==> config.mk <==
export PLATFORM = sky130hd
export DESIGN_NAME = pwm_duty_register_bank
export DESIGN_NICKNAME = d
export VERILOG_FILES = /design/src/rtl/pwm_duty_register_bank.sv
export SDC_FILE = /design/constraint.sdc
export NUM_CORES = 1
export LEC_CHECK = 0
export ABC_AREA = 1
export CAP_MARGIN = 20
export CORE_UTILIZATION = 60
export CTS_CLUSTER_DIAMETER = 50
export DETAILED_ROUTE_END_ITERATION = 16
export PLACE_DENSITY = 0.82
export SLEW_MARGIN = 20
export SYNTH_ARGS = -nofsm -noshare
export SYNTH_HDL_FRONTEND = slang
export SYNTH_SLANG_ARGS = --single-unit
==> constraint.sdc <==
create_clock -name Clock -period 2.5 [get_ports Clock]
set_input_delay 0.75 -clock Clock [delete_from_list [all_inputs] [get_ports Clock]]
set_output_delay 0.75 -clock Clock [all_outputs]
set_load 0.03 [all_outputs]
==> src/rtl/pwm_duty_register_bank.sv <==
// pwm_duty_register_bank
//   Multi-channel, double-buffered duty-cycle register bank for a PWM
//   modulator. Writes land in a per-channel shadow register. The active
//   value seen by the comparator follows the shadow only at a PWM period
//   boundary, either by jumping directly or by ramping in steps of at most
//   SLEW_STEP per period.
//
// Ports
//   Clock          system clock, rising edge
//   Reset_n        asynchronous active-low reset; all duties return to STEP
//   Write_En       one-cycle write strobe
//   Write_Channel  target channel index (CH_W bits)
//   Write_Mode     0 = quantised level write, 1 = raw duty write
//   Write_Level    level index; duty = (Write_Level+1)*STEP
//   Write_Raw      raw duty value for Write_Mode=1
//   Period_End     one-cycle pulse at the PWM counter wrap
//   Slew_Enable    1 = ramp active toward shadow, 0 = jump
//   Register_Data  packed active duties, channel i at [i*DATA_W +: DATA_W]
//   Update_Pending per-channel (active != shadow), combinational
//   Write_Error    registered one-cycle pulse on an out-of-range channel
module pwm_duty_register_bank #(
  parameter int CHANNELS  = 4,
  parameter int DATA_W    = 8,
  parameter int SEL_W     = 2,
  parameter int SLEW_STEP = 16,
  localparam int CH_W     = (CHANNELS > 1) ? $clog2(CHANNELS) : 1
) (
  input  logic                         Clock,
  input  logic                         Reset_n,
  input  logic                         Write_En,
  input  logic [CH_W-1:0]              Write_Channel,
  input  logic                         Write_Mode,
  input  logic [SEL_W-1:0]             Write_Level,
  input  logic [DATA_W-1:0]            Write_Raw,
  input  logic                         Period_End,
  input  logic                         Slew_Enable,
  output logic [CHANNELS*DATA_W-1:0]   Register_Data,
  output logic [CHANNELS-1:0]          Update_Pending,
  output logic                         Write_Error
);

  localparam int LEVELS = 1 << SEL_W;
  localparam int STEP   = (1 << DATA_W) / (LEVELS + 1);
  localparam int PROD_W = DATA_W + SEL_W;

  localparam logic [DATA_W-1:0] STEP_D   = DATA_W'(STEP);
  localparam logic [PROD_W-1:0] STEP_P   = PROD_W'(STEP);
  localparam logic [DATA_W:0]   SLEW_G   = (DATA_W+1)'(SLEW_STEP);
  localparam logic [CH_W:0]     CH_LIMIT = (CH_W+1)'(CHANNELS);

  logic [DATA_W-1:0] shadow_q [CHANNELS];
  logic [DATA_W-1:0] shadow_d [CHANNELS];
  logic [DATA_W-1:0] active_q [CHANNELS];
  logic [DATA_W-1:0] active_d [CHANNELS];
  logic              write_error_q;
  logic              write_error_d;

  logic              wr_in_range;
  logic [DATA_W-1:0] wr_value;

  // One slew step from act toward tgt. The difference is formed with a
  // guard bit so it never wraps; when the remaining distance fits within
  // SLEW_STEP the target is returned exactly, so the ramp cannot overshoot.
  function automatic logic [DATA_W-1:0] slew_toward(
    input logic [DATA_W-1:0] act,
    input logic [DATA_W-1:0] tgt
  );
    logic [DATA_W:0] diff;
    if (tgt > act) begin
      diff = {1'b0, tgt} - {1'b0, act};
      if (diff > SLEW_G) return act + SLEW_G[DATA_W-1:0];
      else               return tgt;
    end else begin
      diff = {1'b0, act} - {1'b0, tgt};
      if (diff > SLEW_G) return act - SLEW_G[DATA_W-1:0];
      else               return tgt;
    end
  endfunction

  always_comb begin
    wr_in_range   = ({1'b0, Write_Channel} < CH_LIMIT);
    // Level product is formed at DATA_W+SEL_W bits; STEP is chosen so the
    // top level still fits in DATA_W, so the truncation drops only zeros.
    wr_value      = Write_Mode ? Write_Raw
                               : DATA_W'((PROD_W'(Write_Level) + PROD_W'(1)) * STEP_P);
    write_error_d = Write_En && !wr_in_range;
    for (int i = 0; i < CHANNELS; i++) begin
      shadow_d[i] = shadow_q[i];
      active_d[i] = active_q[i];
      // Active update reads the pre-write shadow, so a write coinciding
      // with Period_End only takes effect at the following boundary.
      if (Period_End && (active_q[i] != shadow_q[i])) begin
        active_d[i] = Slew_Enable ? slew_toward(active_q[i], shadow_q[i])
                                  : shadow_q[i];
      end
      if (Write_En && wr_in_range && (Write_Channel == CH_W'(i))) begin
        shadow_d[i] = wr_value;
      end
    end
  end

  always_ff @(posedge Clock or negedge Reset_n) begin
    if (!Reset_n) begin
      for (int i = 0; i < CHANNELS; i++) begin
        shadow_q[i] <= STEP_D;
        active_q[i] <= STEP_D;
      end
      write_error_q <= 1'b0;
    end else begin
      for (int i = 0; i < CHANNELS; i++) begin
        shadow_q[i] <= shadow_d[i];
        active_q[i] <= active_d[i];
      end
      write_error_q <= write_error_d;
    end
  end

  always_comb begin
    Register_Data  = '0;
    Update_Pending = '0;
    for (int i = 0; i < CHANNELS; i++) begin
      Register_Data[i*DATA_W +: DATA_W] = active_q[i];
      Update_Pending[i]                 = (active_q[i] != shadow_q[i]);
    end
  end

  assign Write_Error = write_error_q;

endmodule

==> results.md <==
- Sink Count: 64
- Worst slew margin: 47.0%
- Synth cell types: 40
- Endpoint class of the critical path: register
- Bufs and invs on worst path: 4
- Part of the cycle the worst path needs: 105%
- Measured slew at the worst slew-check pin: 786 ps
- Crit-path cells: clkdlybuf4s50_1, inv_1, ha_1, buf_4, xor2_1, buf_4, nand2_1, o21ai_0, o21ai_0
- Final Max Tran Viols: 0
- IO Count: 55
- Worst Hold Slack: 374 ps
- 1st-iter DRT viols: 1006
- Number of flops mapped to enable cells by yosys: 0
- # rows: 39
- Leading area contributor after synthesis: nand2_1
- CP Class: in2reg
- Clock Latency Late Sink: 340 ps
- Failing checks: negative setup slack
- Chip width: 111 um
- Layout cells sized above 1: 27.7%
- Element type at the critical path start: input pin
- Number of I/O port buffers: 53
- Most frequent cells in the layout: nand2_1 (332), inv_1 (161), buf_4 (137)
- Hold Crit Class: in2async
- Leakage: 5.07 nW
- First-pass GRT wire length: 34.6 mm
- RSZ-0062 raised after global routing: true
- DRC: 0
- Final worst path period need: 2630 ps
- CTS Root Buffer Type: clkbuf_16
- Initial Utilization: 61.9%
- GPL Wtd Cong: 0.941
- Fin nets: 1396
- Dpl hpwl: 16.0 mm
- Commonest non-fill, non-tap cell in the layout: nand2_1
- Status: finished, violations left
- Peak supply drop: 0.00100 V
- Leading post-synthesis cells by cell area: nand2_1 (19%), ha_1 (14%), dfstp_2 (12%)
- Number of fill cells: 671
- WP data required: 2660 ps
- Total number of vias: 8305
- Endpoints failing hold: 0
- CTS tree: done
- Final setup vio count: 6
- H-tree levels: 3
- Ys Warns: 0
- GRT overflow: 0
- Vias in the first global route: 7470
- Worst path slowest cell: clkdlybuf4s50_1
- Die area: 12300 um^2
- Syn nets: 1202
- Antenna violations before repair: 0
- Core Box Area: 11500 um^2
- FF+latch count, synth: 64
- Top-area cell type share of the netlist area: 18.9%
- Setup TNS: -310 ps
- Hold buffer count at cts: 0
- Post-Syn Instances: 1098
- Clock Skew: 14.7 ps
- Total GRT Usage: 34.4%
- Worst-path clk slew: 60 ps
- Synthesis-to-finish area growth: 36.6%
- Commonest register cell after synthesis: dfstp_2
- Mapped Area: 7100 um^2
- 1st-pass router iterations: 5
- Crit path max-delay family: buffers and inverters
- Seq/Total Area, Yosys: 23.1%
- Avg Cell Area, Syn: 6.46 um^2
- Crit path largest cell delay: 510 ps
- Power per cell area: 1470 nW/um^2
- FMAX: 380 MHz
- Crit path max fanout: 4
- Die height: 111 um
- Drt total wl: 23.8 mm
- Max_cap viols: 0
- Final setup margin: -133 ps
- Largest net degree at the start of global routing: 49
- WL per Instance: 16.5 um
- Asr flop ratio synth: 100%
- CTS buffer count: 9
- Max clock buf depth: 2
- Ant. Diodes: 0
- Critical Path AT: 2800 ps
- Detailed-route vias per instance: 5.77
- Antenna viol nets, final: 0
==> cell families (layout without fill, tap and decap cells) <==
logic type / after synthesis / in the layout / synth area share [%]
AO/OA/AOI/OAI: 139 / 139 / 11.2
XOR/XNOR: 23 / 23 / 2.84
adder cells (fa/ha/maj): 86 / 86 / 15.6
buffers and inverters: 189 / 387 / 10.4
flip-flops: 64 / 64 / 23.1
other: 1 / 1 / 0.0528
AND/OR/NAND/NOR: 596 / 597 / 36.8
==> state kept, by name (all words and copies together), names as in the netlist <==
signal and cells:
Register_Data 32, shadow_q 32
==> final timing paths <==
kind / startpoint / endpoint / slack, ps / cells after the start
min reg2reg: shadow_q[5] / shadow_q[5] / 540 / 2
max reg2reg: shadow_q[24] / Register_Data[6] / 0 / 14
min: Reset_n / Register_Data[31] / 370 / 1
max: Write_Level[0] / shadow_q[2] / -130 / 9
max in group asynchronous: Reset_n / shadow_q[17] / 1440 / 2
min in group Clock: shadow_q[5] / shadow_q[5] / 540 / 2
==> per-layer routing <==
layer / vias to the layer above / part of all wire [%] / track usage (%)
met2: 478 / 48 / 58.0
met3: 117 / 7.3 / 4.43
met4: 0 / 4.0 / 11.2
li1: 3893 / - / -
met5: - / 0 / 0
met1: 3817 / 41 / 45.6
==> through the flow <==
stage               area [um^2]  util, %  cells  power (mW)  setup slack (ps)
floorplan                  7120        -   1098        8.13              20.9
global placement           8710     76.0   1409        11.0              -161
detailed placement         8710     76.0   1409        11.2              -253
CTS                        9040     78.8   1426        12.6             -81.5
global route               9690     84.5   1440        15.4              -147
finish                     9690     84.5   1440        14.3              -133
==> power by group <==
| group | switching (mW) | internal [mW] | leakage (nW) |
|---|---|---|---|
| registers | 0.256 | 1.48 | 0.731 |
| logic | 6.79 | 4.42 | 4.19 |
| clock network | 0.552 | 0.785 | 0.148 |
| total | 7.60 | 6.68 | 5.07 |
==> area by class of cell <==
type	instances	area [um^2]	share of cell area, %
Tap cell	143	179	1.85
Multi-Input combinational cell	846	5310	54.8
Timing Repair Buffer	193	1580	16.3
Clock inverter	7	80.1	0.826
Clock buffer	9	225	2.32
Inverter	178	677	6.98
Sequential cell	64	1640	16.9
==> Yosys cell counts (2+ instances only) <==
cell / count
inv_2: 5
nand3_1: 116
nand3b_1: 5
nor3_1: 4
nand4_1: 19
nor2_1: 54
o21ai_2: 9
o21ai_0: 48
o211ai_1: 3
nor2_2: 9
o21a_1: 3
a21oi_1: 51
nand2_2: 19
dfrtp_1: 32
nand2_4: 3
buf_4: 4
ha_1: 82
a21oi_2: 7
nor2_4: 2
clkinv_1: 5
nand3_2: 5
clkbuf_1: 2
fa_1: 4
buf_2: 3
xnor2_1: 7
o21ai_1: 11
xor2_1: 16
nand2_1: 358
inv_1: 166
a21o_1: 4
clkinv_2: 2
dfstp_2: 32
==> what timing repair did <==
action,CTS,global route
pin swaps,2,56
setup endpoints to repair,24,43
cloned,0,1
setup buffers,1,13
resized for setup,28,129
Power figures use the tool's default switching activity.
